**config.mk**
```make
export PLATFORM = sky130hd
export DESIGN_NAME = maxnet_winner_encoder
export DESIGN_NICKNAME = d
export VERILOG_FILES = /design/src/rtl/maxnet_winner_encoder.sv
export SDC_FILE = /design/constraint.sdc
export NUM_CORES = 1
export LEC_CHECK = 0
export CAP_MARGIN = 20
export CORE_MARGIN = 4
export CORE_UTILIZATION = 45
export CTS_CLUSTER_SIZE = 24
export DETAILED_ROUTE_END_ITERATION = 10
export PLACE_DENSITY = 0.86
export REMOVE_ABC_BUFFERS = 1
export SYNTH_ARGS = -nofsm -noshare
export SYNTH_HDL_FRONTEND = slang
export SYNTH_SLANG_ARGS = --single-unit
```
**constraint.sdc**
```tcl
create_clock -name clk -period 5.5 [get_ports clk]
set_clock_uncertainty 0.1 [all_clocks]
set_input_delay 0.825 -clock clk [delete_from_list [all_inputs] [get_ports clk]]
set_output_delay 0.825 -clock clk [all_outputs]
set_load 0.01 [all_outputs]
```
**src/rtl/maxnet_winner_encoder.sv**
```systemverilog
// MaxNet result stage: watches post-ReLU neuron outputs per iteration and encodes the survivor.
// Latency: result registered one cycle after the converging iter_valid edge; held in HOLD until out_ready.
// Backpressure: out_valid/payload frozen while out_ready=0; start and iter_valid are ignored outside IDLE/WATCH.
// Optional iteration limit: define MAXNET_WINNER_TIMEOUT_EN to enable the MAX_ITER timeout outcome.
module maxnet_winner_encoder #(
  parameter int DATA_W   = 8,
  parameter int MAX_ITER = 16,
  parameter int CNT_W    = 5
) (
  input  logic              clk,
  input  logic              rst,
  input  logic              start,
  input  logic              iter_valid,
  input  logic [DATA_W-1:0] x0,
  input  logic [DATA_W-1:0] x1,
  input  logic [DATA_W-1:0] x2,
  input  logic [DATA_W-1:0] x3,
  input  logic              out_ready,
  output logic              out_valid,
  output logic [1:0]        winner_idx,
  output logic [DATA_W-1:0] winner_val,
  output logic              no_winner,
  output logic              timeout,
  output logic              busy,
  output logic [CNT_W-1:0]  iter_count
);

`ifdef MAXNET_WINNER_TIMEOUT_EN
  localparam bit TIMEOUT_EN = 1'b1;
`else
  localparam bit TIMEOUT_EN = 1'b0;
`endif

  localparam logic [CNT_W-1:0] LAST_ITER = CNT_W'(MAX_ITER - 1);
  localparam logic [CNT_W-1:0] CNT_MAX   = '1;

  typedef enum logic [1:0] {IDLE, WATCH, HOLD} state_t;

  state_t            state, state_nx;
  logic [3:0]        nz;
  logic [2:0]        pop;
  logic [1:0]        low_idx;
  logic [DATA_W-1:0] low_val;
  logic              last_iter;
  logic              converge;
  logic [CNT_W-1:0]  cnt_inc;

  logic [1:0]        idx_nx;
  logic [DATA_W-1:0] val_nx;
  logic              nw_nx;
  logic              to_nx;
  logic [CNT_W-1:0]  cnt_nx;

  // Nonzero mask, survivor count and lowest-index nonzero neuron (equals the single survivor when pop==1)
  always_comb begin
    nz  = {|x3, |x2, |x1, |x0};
    pop = {2'b00, nz[0]} + {2'b00, nz[1]} + {2'b00, nz[2]} + {2'b00, nz[3]};
    low_idx = 2'd0;
    low_val = x0;
    if (nz[0]) begin
      low_idx = 2'd0;
      low_val = x0;
    end else if (nz[1]) begin
      low_idx = 2'd1;
      low_val = x1;
    end else if (nz[2]) begin
      low_idx = 2'd2;
      low_val = x2;
    end else if (nz[3]) begin
      low_idx = 2'd3;
      low_val = x3;
    end
    last_iter = TIMEOUT_EN && (iter_count == LAST_ITER);
    converge  = (pop <= 3'd1) || last_iter;
    cnt_inc   = (iter_count == CNT_MAX) ? iter_count : iter_count + CNT_W'(1);
  end

  // State register
  always_ff @(posedge clk or posedge rst) begin
    if (rst) state <= IDLE;
    else     state <= state_nx;
  end

  // Next-state logic
  always_comb begin
    state_nx = state;
    case (state)
      IDLE:    if (start) state_nx = WATCH;
      WATCH:   if (iter_valid && converge) state_nx = HOLD;
      HOLD:    if (out_ready) state_nx = IDLE;
      default: state_nx = IDLE;
    endcase
  end

  // Output logic: next values of the result registers; held unless a start or iteration updates them
  always_comb begin
    idx_nx = winner_idx;
    val_nx = winner_val;
    nw_nx  = no_winner;
    to_nx  = timeout;
    cnt_nx = iter_count;
    case (state)
      IDLE: begin
        if (start) begin
          idx_nx = 2'd0;
          val_nx = '0;
          nw_nx  = 1'b0;
          to_nx  = 1'b0;
          cnt_nx = '0;
        end
      end
      WATCH: begin
        if (iter_valid) begin
          if (pop == 3'd1) begin
            idx_nx = low_idx;
            val_nx = low_val;
            nw_nx  = 1'b0;
          end else if (pop == 3'd0) begin
            idx_nx = 2'd0;
            val_nx = '0;
            nw_nx  = 1'b1;
          end else if (last_iter) begin
            idx_nx = low_idx;
            val_nx = low_val;
            to_nx  = 1'b1;
          end else begin
            cnt_nx = cnt_inc;
          end
        end
      end
      default: ;
    endcase
  end

  // Result and status registers; out_valid/busy follow the next state so they change on the same edge
  always_ff @(posedge clk or posedge rst) begin
    if (rst) begin
      out_valid  <= 1'b0;
      busy       <= 1'b0;
      winner_idx <= 2'd0;
      winner_val <= '0;
      no_winner  <= 1'b0;
      timeout    <= 1'b0;
      iter_count <= '0;
    end else begin
      out_valid  <= (state_nx == HOLD);
      busy       <= (state_nx != IDLE);
      winner_idx <= idx_nx;
      winner_val <= val_nx;
      no_winner  <= nw_nx;
      timeout    <= to_nx;
      iter_count <= cnt_nx;
    end
  end

endmodule
```
==> impl_table.tex <==
\begin{tabular}{lr}
\hline
Metric & Value \\
\hline
\multicolumn{2}{l}{\textbf{Run status}} \\
Run status & completed \\
\multicolumn{2}{l}{\textbf{Layout}} \\
Post-route standard cell area excluding fillers & between 0.002 and 0.0025 mm² \\
Most common cell after layout, fill and taps aside & sky130\_fd\_sc\_hd\_\_clkdlybuf4s50\_1 \\
Layout-stage area growth over the synthesis result & 39.5\% \\
Most frequent cells in the layout & sky130\_fd\_sc\_hd\_\_clkdlybuf4s50\_1, sky130\_fd\_sc\_hd\_\_dfrtp\_1, sky130\_fd\_sc\_hd\_\_nand2\_1 \\
Fin cells & around 260 \\
Ratio of cells with drive above 1 in the final layout & around a tenth \\
Final layout net count & around 260 \\
Fill cell total of the finished layout & roughly 270 \\
Antenna cells & 0 \\
Fraction of the core area covered by cells at the end of the flow & approximately two thirds \\
\multicolumn{2}{l}{\textbf{Detailed routing}} \\
Detailed-routed wire length on met3 & $\sim$200 µm \\
First drt pass iteration count & 4 \\
Metal-1 WL & 1.83 mm \\
\# DRC & 0 \\
Post-detailed-routing wire length & a little under 4 mm \\
Post-DRT Antenna Nets & 0 \\
Ratio of routed vias to standard cells & between 5 and 6 \\
Routed length per instance & around 15 µm \\
Count of vias placed by the detailed router & between 1500 and 2000 \\
Number of violations reported at the end of detailed-routing iteration 0 & roughly 170 \\
Top layer used by detailed routing & met4 \\
DR WL met2 & 1.86 mm \\
\multicolumn{2}{l}{\textbf{Clock network}} \\
Number of buffers added by the clock tree synthesis step & 3 \\
TritonCTS clock tree & done \\
Clock network latency to the later pin of the worst-skew pair & approximately 310 ps \\
Clk pin slew, worst setup/hold paths & 110 ps \\
Maximum root-to-sink buffer count & 2 \\
Post-CTS repair timing setup buffer count & 0 \\
Number of hold-repair buffers added at the cts stage & 0 \\
Number of H-tree branching levels & 1 \\
Number of clock sinks & 20 \\
Clock Root Buffer & sky130\_fd\_sc\_hd\_\_clkbuf\_4 \\
Post-cts gate resize count & 0 \\
\multicolumn{2}{l}{\textbf{Synth}} \\
Count of unique library cells instantiated by Yosys & 37 \\
Total of warnings raised by yosys & 0 \\
\#FFs+latches synth & 20 \\
Share of synthesized area occupied by flip-flops and latches & 33.1\% \\
Post-synth EDFFs & 0 \\
Syn avg cell area & roughly 9.1 µm² \\
Share of synthesized flip-flops with an asynchronous set or reset & between 90\% and 100\% \\
Synthesized netlist cell count & between 150 and 200 \\
Combined area of all synthesized cells & $\sim$0.0015 mm² \\
Top flip-flop cell by instance count after synthesis & sky130\_fd\_sc\_hd\_\_dfrtp\_1 \\
\multicolumn{2}{l}{\textbf{Critical path}} \\
Type of the worst setup path & in -> reg \\
Critical path depth & 11 \\
Worst setup EP type & flop \\
Worst reg2reg endpoint & iter\_count[2] \\
Required time worst endpoint & roughly 5600 ps \\
RR Startpoint & iter\_count[0] \\
Cell chain of the critical path & clkdlybuf4s50\_1 > nor4\_1 > nand2\_1 > fa\_1 > ha\_1 > inv\_1 > ha\_1 > nor2\_1 > and3\_1 > nand3\_1 > o31ai\_1 \\
Delay of the slowest cell on the worst path & 640 ps \\
Slowest-stage cell, CP & sky130\_fd\_sc\_hd\_\_fa\_1 \\
Critical path's top delay family & simple AND/OR/NAND/NOR gates \\
Critical path fanouts, max & 17 \\
Capture point of the worst path & winner\_idx[1] \\
Critical path launch point type & input pin \\
Worst R2R Setup Slack & 3310 ps \\
Arrival time reported for the critical path endpoint & between 4000 and 5000 ps \\
Count of cells along the worst register-to-register path & 6 \\
Critical path buffer and inverter count & 2 \\
Critical path startpoint & x1[7] \\
CP dominant cell by count & sky130\_fd\_sc\_hd\_\_ha\_1 \\
\multicolumn{2}{l}{\textbf{Power}} \\
Internal Pwr Total & $\sim$0.28 mW \\
Proportion of power drawn by flip-flops and latches & a little under half \\
Areal power density over the cells & around 180 mW/mm² \\
Switching pwr & roughly 0.11 mW \\
Leakage power & approximately 0.83 nW \\
Switching power as a share of total power & between 20 and 30\% \\
Peak supply drop & 224 µV \\
Fraction of power consumed by combinational cells & a little under a third \\
Relative contribution of the clock network to total power & about 22\% \\
\multicolumn{2}{l}{\textbf{Timing}} \\
Share of the clock period used by the worst path & $\sim$79\% \\
Min cycle time layout & $\sim$4400 ps \\
RSZ-0062 raised after global routing & no \\
Final number of setup-violating endpoints & 0 \\
Final-report max-slew violation count & 0 \\
Min Hold Slack & 396 ps \\
Transition time of the tightest slew-check pin & $\sim$780 ps \\
Maximum clock frequency & 230 MHz \\
Final hold violations & 0 \\
Worst slew margin relative to its limit & between 40\% and 50\% \\
Total negative setup slack & 0 ps \\
\multicolumn{2}{l}{\textbf{Floorplanning}} \\
Count of pins on the block boundary & 56 \\
Die Wd & about 66 µm \\
Number of rows created at floorplan & 20 \\
Placeable core region & between 0.003 and 0.004 mm² \\
Die H & between 60 and 70 µm \\
Die outline area & 0.00435 mm² \\
Effective utilization at floorplan & between 40\% and 50\% \\
\multicolumn{2}{l}{\textbf{GRT}} \\
Gr usage total & a little under a fifth \\
Maximum number of pins on one net before global-route repair & 21 \\
First-pass GRT wire length & just over 6 mm \\
Antenna violations before repair & 0 \\
Number of global-route vias before repair & roughly 1400 \\
Global route total overflow & 0 \\
\multicolumn{2}{l}{\textbf{Placed design}} \\
Routability Congestion & between 0.8 and 0.9 \\
Post-Place Cells & roughly 260 \\
Instance area after placement & 0.00207 mm² \\
HPWL after DPL & between 3 and 4 mm \\
IO buf count & between 50 and 60 \\
\multicolumn{2}{l}{\textbf{Min path}} \\
Min-Delay Path Depth & 2 \\
Worst hold path type & reg -> reg \\
\multicolumn{2}{l}{\textbf{Flow run}} \\
Maxcap violations & 0 \\
\hline
\end{tabular}
## flip-flops by register name (all words and copies together), names as in the netlist
signal and cells:
winner_idx 2, winner_val 8, state 2, no_winner 1, busy 1, out_valid 1, iter_count 5
## layer usage
metal / track usage [%] / vias up
met5: 0 / -
met4: 6.85 / 0
met3: 4.59 / 7
met2: 29.2 / 51
met1: 23.7 / 714
li1: - / 740
## worst register-to-register path, cell delays in order, from the launching register on
cell                      delay (ps)
sky130_fd_sc_hd__dfrtp_1         430
sky130_fd_sc_hd__ha_1            220
sky130_fd_sc_hd__and3_1          180
sky130_fd_sc_hd__ha_1            190
sky130_fd_sc_hd__o31a_1          360
sky130_fd_sc_hd__or4_1           460
sky130_fd_sc_hd__a21oi_1         180
## layout make-up
cell class                 count  area [µm²]  area share, %
inverter                      13        48.8           2.31
multi-input combinational    125         905           42.9
sequential                    20         500           23.7
timing repair buffer          57         563           26.7
clock buffer                   4        36.3           1.72
tap                           44        55.1           2.61
## how the worst min path moves through the flow
stage | from | to | slack [ps]
2_1_floorplan | winner_idx[0] | winner_idx[0] | 420
3_3_place_gp | winner_idx[0] | winner_idx[0] | 370
3_5_place_dp | winner_idx[1] | winner_idx[1] | 380
4_1_cts | winner_idx[1] | winner_idx[1] | 410
5_1_grt | winner_idx[1] | winner_idx[1] | 440
6_report | winner_idx[1] | winner_idx[1] | 400
## through the flow
step           setup WS, ps  power (mW)
5_1_grt                 877       0.413
6_report               1150       0.390
2_1_floorplan          1460       0.228
3_5_place_dp            907       0.306
3_3_place_gp           1020       0.303
4_1_cts                1230       0.394
## kinds of logic (layout without fill, tap and decap cells)
group / count (synthesis) / count (layout) / share of synthesized area (%)
fa+ha+maj: 7 / 7 / 6.29
other cells: 1 / 1 / 0.248
compound gates: 56 / 56 / 27.5
buf+inv: 22 / 74 / 7.04
flops: 20 / 20 / 33.1
mux: 1 / 1 / 0.745
simple gates: 60 / 60 / 25.1
## power groups by stage
stage          combinational (mW)  clock [mW]  sequential (mW)
2_1_floorplan              0.0416           0            0.186
3_5_place_dp                0.124           0            0.182
6_report                    0.123      0.0870            0.179
4_1_cts                     0.124      0.0899            0.180
3_3_place_gp                0.121           0            0.181
5_1_grt                     0.133      0.0976            0.182
## synthesized netlist by cell type (2+ instances only)
library cell | n | share of area [%]
sky130_fd_sc_hd__ha_1 | 6 | 5.0
sky130_fd_sc_hd__buf_4 | 2 | 0.99
sky130_fd_sc_hd__nor4_2 | 4 | 3.3
sky130_fd_sc_hd__a311o_1 | 8 | 5.3
sky130_fd_sc_hd__nand3b_1 | 8 | 4.0
sky130_fd_sc_hd__buf_6 | 2 | 1.5
sky130_fd_sc_hd__nor4_4 | 2 | 2.8
sky130_fd_sc_hd__a21oi_1 | 11 | 3.6
sky130_fd_sc_hd__nand2_1 | 17 | 4.2
sky130_fd_sc_hd__o31ai_1 | 5 | 2.5
sky130_fd_sc_hd__nor4_1 | 3 | 1.2
sky130_fd_sc_hd__and3_1 | 2 | 0.83
sky130_fd_sc_hd__clkbuf_1 | 4 | 0.99
sky130_fd_sc_hd__dfrtp_1 | 20 | 33
sky130_fd_sc_hd__a32oi_1 | 8 | 4.6
sky130_fd_sc_hd__o21ai_1 | 8 | 2.6
sky130_fd_sc_hd__a22o_1 | 3 | 1.7
sky130_fd_sc_hd__inv_1 | 13 | 3.2
sky130_fd_sc_hd__or4_1 | 2 | 0.99
sky130_fd_sc_hd__nand3_1 | 10 | 3.3
sky130_fd_sc_hd__a21o_2 | 8 | 4.6
sky130_fd_sc_hd__nor2_1 | 6 | 1.5
Power figures use the tool's default switching activity.
